`config.mk`:
```
export PLATFORM = sky130hd
export DESIGN_NAME = datapath_ctrl
export DESIGN_NICKNAME = d
export VERILOG_FILES = /design/src/rtl/datapath_ctrl.sv
export SDC_FILE = /design/constraint.sdc
export NUM_CORES = 1
export LEC_CHECK = 0
export BUFFER_PORTS_ARGS = -buffer_cell sky130_fd_sc_hd__buf_2
export CORE_UTILIZATION = 32
export CTS_BUF_LIST = sky130_fd_sc_hd__clkbuf_8
export DETAILED_ROUTE_END_ITERATION = 7
export SLEW_MARGIN = 15
export SYNTH_ARGS = -nofsm -noshare
export SYNTH_HDL_FRONTEND = slang
export SYNTH_SLANG_ARGS = --single-unit
```
`constraint.sdc`:
```
create_clock -name clk -period 1.9 [get_ports clk]
set_input_delay 0.19 -clock clk [delete_from_list [all_inputs] [get_ports clk]]
set_output_delay 0.19 -clock clk [all_outputs]
set_load 0.02 [all_outputs]
```
`src/rtl/datapath_ctrl.sv`:
```
// Instruction sequencer for the register-file/ALU datapath.
// Each accepted instruction walks READ -> EXEC -> WRITE and retires on the return to IDLE.
module datapath_ctrl #(
  parameter int unsigned numreg   = 5,
  parameter int unsigned DATA_W   = 8,
  parameter int unsigned CNT_W    = 8,
  parameter bit          ZERO_REG = 1'b1
) (
  input  logic                  clk,
  input  logic                  rst,
  input  logic                  instr_valid,
  output logic                  instr_ready,
  input  logic [4+3*numreg-1:0] instr,
  input  logic [DATA_W-1:0]     RES,
  output logic                  sel_mux,
  output logic [numreg-1:0]     selread1,
  output logic [numreg-1:0]     selread2,
  output logic [2:0]            sel_alu,
  output logic [numreg-1:0]     selwr,
  output logic                  wr_en,
  output logic                  busy,
  output logic                  done,
  output logic [DATA_W-1:0]     result_q,
  output logic [CNT_W-1:0]      retired
);

  typedef enum logic [1:0] {
    S_IDLE,
    S_READ,
    S_EXEC,
    S_WRITE
  } state_e;

  state_e              state_q, state_d;
  logic                ready_q, ready_d;
  logic [2:0]          op_q, op_d;
  logic                mux_q, mux_d;
  logic [numreg-1:0]   rd_q, rd_d;
  logic [numreg-1:0]   rs1_q, rs1_d;
  logic [numreg-1:0]   rs2_q, rs2_d;
  logic                done_q, done_d;
  logic [DATA_W-1:0]   res_q, res_d;
  logic [CNT_W-1:0]    cnt_q, cnt_d;
  logic                accept;
  logic                active;

  // Ready is registered so it stays low while reset is held and rises one edge after release.
  assign accept = instr_valid & ready_q;

  always_comb begin
    state_d = state_q;
    op_d    = op_q;
    mux_d   = mux_q;
    rd_d    = rd_q;
    rs1_d   = rs1_q;
    rs2_d   = rs2_q;
    done_d  = 1'b0;
    res_d   = res_q;
    cnt_d   = cnt_q;
    unique case (state_q)
      S_IDLE: begin
        if (accept) begin
          op_d    = instr[2:0];
          mux_d   = instr[3];
          rd_d    = instr[4 +: numreg];
          rs1_d   = instr[4+numreg +: numreg];
          rs2_d   = instr[4+2*numreg +: numreg];
          state_d = S_READ;
        end
      end
      S_READ:  state_d = S_EXEC;
      S_EXEC: begin
        res_d   = RES;
        state_d = S_WRITE;
      end
      S_WRITE: begin
        done_d  = 1'b1;
        cnt_d   = cnt_q + CNT_W'(1);
        state_d = S_IDLE;
      end
      default: state_d = S_IDLE;
    endcase
    ready_d = (state_d == S_IDLE);
  end

  always_ff @(posedge clk) begin
    if (!rst) begin
      state_q <= S_IDLE;
      ready_q <= 1'b0;
      op_q    <= '0;
      mux_q   <= 1'b0;
      rd_q    <= '0;
      rs1_q   <= '0;
      rs2_q   <= '0;
      done_q  <= 1'b0;
      res_q   <= '0;
      cnt_q   <= '0;
    end else begin
      state_q <= state_d;
      ready_q <= ready_d;
      op_q    <= op_d;
      mux_q   <= mux_d;
      rd_q    <= rd_d;
      rs1_q   <= rs1_d;
      rs2_q   <= rs2_d;
      done_q  <= done_d;
      res_q   <= res_d;
      cnt_q   <= cnt_d;
    end
  end

  assign active      = (state_q != S_IDLE);
  assign instr_ready = ready_q;
  assign busy        = active;
  assign sel_mux     = active ? mux_q : 1'b0;
  assign sel_alu     = active ? op_q  : '0;
  assign selread1    = active ? rs1_q : '0;
  assign selread2    = active ? rs2_q : '0;
  assign selwr       = (state_q == S_WRITE) ? rd_q : '0;
  assign wr_en       = (state_q == S_WRITE) && !(ZERO_REG && (rd_q == '0));
  assign done        = done_q;
  assign result_q    = res_q;
  assign retired     = cnt_q;

endmodule

```
==> results_dict.tcl, run 1 <==
set metrics [dict create \
    outcome "complete, no violations" \
    first_iter_violations 71 \
    stdcell_count 326 \
    place_ws_ns 0.494 \
    grt-ovfl-total 0 \
    start_util 0.334 \
    cts_buffers 5 \
    remaining_drc_errors 0 \
    ir_drop_uv 477 \
    die_area_um2 5630 \
    maxSlewViolCount 0 \
    die_height_um 75 \
    ys_seq_area_frac 0.458 \
    numPortBuffers 68 \
    crit_slowest_cell "dfxtp_1" \
    postSynthCellCount 186 \
    final_antenna_net_count 0 \
    grt_pass1_vias 1104 \
    required_ns 1.71 \
    syn_nets 221 \
    nets 290 \
    drv_cap 0 \
    avgSynthCellArea_um2 9.17 \
    clk_pin_slew_worst_paths_ns 0.07 \
    path_class "reg2out" \
    via_per_inst 4.26 \
    worst-path-max-fanout 13 \
    clock_latency_ns 0.29 \
    endpoint_kind "primary output" \
    holdPathEnd "rs1_q[3]" \
    powerDensity_nw_per_um2 1080 \
    start_kind "flop" \
    path_cells "inv_1 -> ha_1 -> buf_4 -> and2b_1 -> buf_2" \
    r2r_slack_ns 0.50 \
    cts_tree "done" \
    timing.rr.end "rd_q[0]" \
    stdcell_area_um2 2220 \
    fin_crit_sh 0.901 \
    wl_mm 3.52 \
    worstHoldPathCells 3 \
    synth-main-ff-cell "dfxtp_1" \
    cts_resized 0 \
    synth_seq_cells 39 \
    htree_levels 2 \
    crit_buf_inv 3 \
    setup_ws_ns 0.188 \
    num_antenna_cells 0 \
    dpl_cell_area_um2 2100 \
    hp-class "in2reg" \
    clock_sinks 39 \
    antenna_found_initial 0 \
    nFillCells 550 \
    gr-usage-all-layers 0.126 \
    dp.cells 318 \
    syn_to_final_growth_pct 30.0 \
    async_flop_share 0 \
    max_slew_margin 0.635 \
    grt_max_degree 40 \
    coreArea_um2 5110 \
    synth-edff-count 0 \
    power.leakage_nw 1.02 \
    drt_pass1_iterations 4 \
    ys_types 28 \
    layout-drive-gt1-share 0.320 \
    yosys_warnings 0 \
    cp_top_family "buffers and inverters" \
    dp_hpwl_mm 2.49 \
    syn_area_um2 1710 \
    cts-hold-fix-buffers 0 \
    hold_violations 0 \
    worstPathArrival_ns 1.52 \
    finalSetupViolCount 0 \
    row_count 26 \
    rsz0062_at_grt "false" \
    fmax_ghz 0.584 \
    worst_clock_skew_ns 0.00411 \
    slowest_delay_ns 0.35 \
    layout_min_cycle_time_ns 1.71 \
    root_buffer "clkbuf_8" \
    die_w_um 75 \
    min_from "instr[12]" \
    clock_path_buffers 2 \
    tns_ns 0 \
    grt_pass1_wl_mm 5.23 \
    vias 1388 \
    cp-startpoint "state_q[0]" \
    ioPinCount 69 \
    max_slew.worst_pin.slew_ns 0.548 \
    wire_per_inst_um 10.8 \
    gp_congestion 0.689 \
    r2r_start "state_q[0]" \
    reg2regPathDepth 6 \
    cts_post_setup_buffers_inserted 0 \
]
registers in the layout, indices dropped and copies added (netlist names):
| signal | cells |
|---|---|
| done | 1 |
| instr_ready | 1 |
| mux_q | 1 |
| op_q | 3 |
| rd_q | 5 |
| result_q | 8 |
| retired | 8 |
| rs1_q | 5 |
| rs2_q | 5 |
| state_q | 2 |
synth_stat cells, types with 2 or more instances:
cell type / number / area share
clkbuf_1: 6 / 0.013
o21ai_0: 3 / 0.0088
or3_1: 3 / 0.011
ha_1: 5 / 0.037
nor2b_1: 18 / 0.066
nand2_1: 40 / 0.088
and2_1: 12 / 0.044
a21boi_0: 19 / 0.084
xnor2_1: 3 / 0.015
buf_2: 2 / 0.0059
and2b_1: 5 / 0.022
nand3_1: 2 / 0.0059
a21boi_1: 3 / 0.013
mux2i_1: 9 / 0.053
a21oi_1: 2 / 0.0059
nand4_1: 2 / 0.0073
dfxtp_1: 39 / 0.46
inv_1: 3 / 0.0066
worst reg2reg max path: cells and delay by family (launching register included):
family / cells / cell delay [ns]
simple gates: 2 / 0.29
flops: 1 / 0.33
compound gates: 1 / 0.15
buf+inv: 2 / 0.33
fa+ha+maj: 1 / 0.24
kinds of logic after synthesis:
group           synth area share
mux                       0.0528
buf+inv                   0.0440
flops                      0.458
xor+xnor                  0.0205
simple gates               0.272
fa+ha+maj                 0.0367
compound gates             0.116
per-layer routing:
| metal | vias to the layer above | track usage | share of wire |
|---|---|---|---|
| met5 | - | 0 | 0 |
| met4 | 0 | 0.0566 | 0.016 |
| li1 | 743 | - | - |
| met2 | 43 | 0.190 | 0.44 |
| met3 | 7 | 0.0428 | 0.068 |
| met1 | 595 | 0.164 | 0.47 |
stage by stage:
| stage | utilization | power (mW) | hold slack [ns] |
|---|---|---|---|
| floorplan | - | 1.52 | 0.325 |
| global placement | 0.411 | 1.71 | 0.442 |
| detailed placement | 0.411 | 1.72 | 0.443 |
| CTS | 0.434 | 2.45 | 0.126 |
| global route | 0.434 | 2.56 | 0.143 |
| finish | 0.434 | 2.40 | 0.137 |
where the power goes:
part           internal [mW]  switching [mW]  total, mW  leakage (nW)
Sequential             0.928          0.0646      0.993         0.316
Combinational          0.292           0.408      0.700         0.638
Clock                  0.425           0.282      0.707        0.0612
cells in the final DEF (no fill, tap or decap), drive strengths merged, types with 5 or more instances in the layout:
master | synthesis | routed
buf | 4 | 72
mux2i | 9 | 9
a21boi | 22 | 22
clkbuf | 6 | 6
dfxtp | 39 | 39
nand2 | 40 | 40
ha | 5 | 5
and2 | 12 | 12
nor2b | 18 | 18
and2b | 5 | 5
cell type report:
class	instances	area [um^2]	share of cell area
Clock buffer	6	82.6	0.0372
Tap cell	70	87.6	0.0395
Sequential cell	39	781	0.352
Clock inverter	2	35.0	0.0158
Inverter	3	11.3	0.00508
Timing Repair Buffer	72	370	0.167
Multi-Input combinational cell	134	850	0.383
worst max-delay path by stage:
stage	end	slack, ns	cells past startpoint
after floorplan	sel_alu[1]	0.51	4
after global placement	sel_alu[0]	0.52	5
after detailed placement	rd_q[0]	0.49	6
after CTS	sel_alu[0]	0.17	5
after global routing	sel_mux	0.1	5
final	sel_alu[0]	0.19	5
Note: power is estimated with default switching activity, not from simulation.
==> inputs of run 2 (changes only) <==
ABC_AREA = 1   (was unset)
HOLD_SLACK_MARGIN = 0.15   (was unset)
==> run 2 against run 1 <==
  * Via count is 12% higher
  * First-iteration DRC count is 34% lower
  * Flip-flop and latch count unchanged
  * Register-to-register slack got worse by 0.16 ns
  * Area after synthesis decreased by 3.2%
  * Cell count is 11% higher
  * Sequential share of layout area rose by 0.52 points
  * Largest cell class is now registers
==> results_dict.tcl, run 2 <==
set metrics [dict create \
    worstPathArrival_ns 1.51 \
    via_per_inst 4.29 \
    synth_top_family_by_area "simple AND/OR/NAND/NOR gates" \
    layout-drive-gt1-share 0.284 \
    gr-usage-all-layers 0.138 \
    clock_latency_ns 0.29 \
    stdcell_count 363 \
    outcome "complete, no violations" \
    cts_post_setup_buffers_inserted 0 \
    remaining_drc_errors 0 \
    coreArea_um2 4850 \
    finalSetupViolCount 0 \
    die_area_um2 5450 \
    cp_top_family "buffers and inverters" \
    max_slew_margin 0.747 \
    path_cells "inv_1 -> ha_1 -> buf_4 -> nor2_1 -> buf_2" \
    worstHoldPathCells 3 \
    cts_buffers 5 \
    hold_violations 0 \
    yosys-top-cells-area "dfxtp_1, nor2_1, inv_1, o21ai_0, a21oi_1" \
    required_ns 1.71 \
    grt_pass1_vias 1304 \
    maxSlewViolCount 0 \
    antenna_found_initial 0 \
    tns_ns 0 \
    layout_min_cycle_time_ns 1.70 \
    die_height_um 73.8 \
    synth_area_leader_cell "dfxtp_1" \
    fin_crit_sh 0.897 \
    crit_slowest_cell "dfxtp_1" \
    ir_drop_uv 547 \
    htree_levels 2 \
    synth_fa_ha_area_frac 0.0379 \
    synth_seq_cells 39 \
    syn_nets 255 \
    dp.cells 347 \
    synthXorXnorAreaFrac 0 \
    synth_top_area_share 0.473 \
    grt_pass1_wl_mm 5.67 \
    reg2regPathDepth 5 \
    hold_slack_ns 0.167 \
    clk_pin_slew_worst_paths_ns 0.07 \
    grt-ovfl-total 0 \
    dr_wl_met2_mm 1.63 \
    dpl_cell_area_um2 2020 \
    synth-compound-area-share 0.175 \
    wl_met1_mm 1.68 \
    min_from "instr[1]" \
    clock_sinks 39 \
    stdcell_area_um2 2180 \
    p_sw_frac 0.365 \
    row_count 25 \
    die_w_um 73.8 \
    wl_mm 3.55 \
    r2r_slack_ns 0.34 \
    layout_commonest_cell "buf_2" \
    max_slew.worst_pin.slew_ns 0.379 \
    hp-class "in2reg" \
    async_flop_share 0 \
    seqPwrFrac 0.442 \
    timing.rr.end "rs1_q[0]" \
    vias 1556 \
    fmax_ghz 0.587 \
    r2r_start "state_q[0]" \
    synth-edff-count 0 \
    power.leakage_nw 1.11 \
    drv_cap 0 \
    numPortBuffers 68 \
    p_int_mw 1.54 \
    postSynthCellCount 220 \
    slowest_delay_ns 0.37 \
    routed.top_layer "met4" \
    endpoint_kind "primary output" \
    rsz0062_at_grt "false" \
    drt_pass1_iterations 2 \
    final_antenna_net_count 0 \
    nets 330 \
    nFillCells 520 \
    gp_congestion 0.709 \
    root_buffer "clkbuf_8" \
    wire_per_inst_um 9.77 \
    ys_types 23 \
    synth_simple_gate_area_share 0.180 \
    wl_met3_um 160 \
    cp-startpoint "state_q[1]" \
    pwr-share-comb 0.346 \
    synthMuxAreaShare 0 \
    dp_hpwl_mm 2.50 \
    cts_resized 0 \
    num_antenna_cells 0 \
    grt_max_degree 39 \
    syn_to_final_growth_pct 32.3 \
    crit_buf_inv 3 \
    start_util 0.341 \
    synth-main-ff-cell "dfxtp_1" \
    cts_tree "done" \
    final_cell_mix "buf_2, inv_1, nor2_1, dfxtp_1, o21ai_0" \
    holdPathEnd "op_q[1]" \
    powerDensity_nw_per_um2 1110 \
    worst_clock_skew_ns 0.00725 \
    power_frac_clock 0.212 \
    clock_path_buffers 2 \
    total_power_mw 2.43 \
    avgSynthCellArea_um2 7.51 \
    ys_seq_area_frac 0.473 \
    start_kind "flop" \
    worst-path-max-fanout 11 \
    yosys_warnings 0 \
    syn_area_um2 1650 \
    ioPinCount 69 \
    synth_common_cells "dfxtp_1, nor2_1, inv_1, o21ai_0, a21oi_1" \
    power.switching_mw 0.888 \
    path_class "reg2out" \
    first_iter_violations 47 \
]
==> run 2: cell count changes in the layout (fill, tap and decap cells not counted), moves of 5 or more <==
cell	previous run	this run
a21boi_0	19	0
a21oi_1	2	24
and2_1	12	1
and2b_1	5	0
dlygate4sd3_1	0	8
inv_1	3	39
mux2i_1	9	0
nand2_1	40	22
nor2_1	1	39
nor2b_1	18	0
o21ai_0	3	27
==> run 2: kinds of logic (layout without fill, tap and decap cells) <==
| kind of cell | count (synthesis) | count (layout) |
|---|---|---|
| adders and majority gates | 5 | 5 |
| buffers and inverters | 49 | 125 |
| AOI/OAI and AO/OA | 56 | 56 |
| and+or+nand+nor | 71 | 71 |
| DFF | 39 | 39 |
==> run 2: metrics by stage <==
step | worst slack (ns) | utilization
after global placement | 0.377 | 0.417
after global routing | 0.0434 | 0.451
after detailed placement | 0.325 | 0.417
after floorplan | 0.520 | -
after CTS | 0.143 | 0.451
final | 0.195 | 0.451
==> run 2: layout make-up <==
type                            instances  area, um^2  area share
Sequential cell                        39         781       0.357
Multi-Input combinational cell        132         649       0.297
Timing Repair Buffer                   80         450       0.206
Inverter                               37         139      0.0636
Tap cell                               67        83.8      0.0384
Clock buffer                            5        68.8      0.0315
Clock inverter                          3        12.5     0.00573
==> run 2: metal layers <==
metal	up-vias	global-route usage
met5	-	0
met4	0	0.0833
met3	8	0.0357
met2	35	0.219
met1	684	0.168
li1	829	-
==> run 2: worst max path at each step <==
stage | end | slack, ns | cells past startpoint
2_1_floorplan | sel_alu[1] | 0.52 | 5
3_3_place_gp | mux_q | 0.38 | 5
3_5_place_dp | rs1_q[0] | 0.33 | 5
4_1_cts | sel_alu[1] | 0.14 | 5
5_1_grt | selread2[0] | 0.04 | 5
6_report | sel_alu[1] | 0.20 | 5
==> run 2: repair_timing <==
item	4_1_cts	5_1_grt
setup endpoints to repair	0	0
hold buffers	8	0
endpoints found under the hold margin	8	0
==> run 2: worst reg2reg max path, delay by kind of cell (launching register included) <==
family | cells | cell delay, ns
adder cells (fa/ha/maj) | 1 | 0.31
flip-flops | 1 | 0.32
AO/OA/AOI/OAI | 2 | 0.35
AND/OR/NAND/NOR | 1 | 0.35
buffers and inverters | 1 | 0.11
==> run 2: power groups by stage <==
stage | combinational, mW | clock (mW) | sequential (mW)
finish | 0.840 | 0.515 | 1.07
floorplan | 0.534 | 0 | 1.17
CTS | 0.857 | 0.547 | 1.08
detailed placement | 0.840 | 0 | 1.09
global route | 0.954 | 0.584 | 1.09
global placement | 0.829 | 0 | 1.09
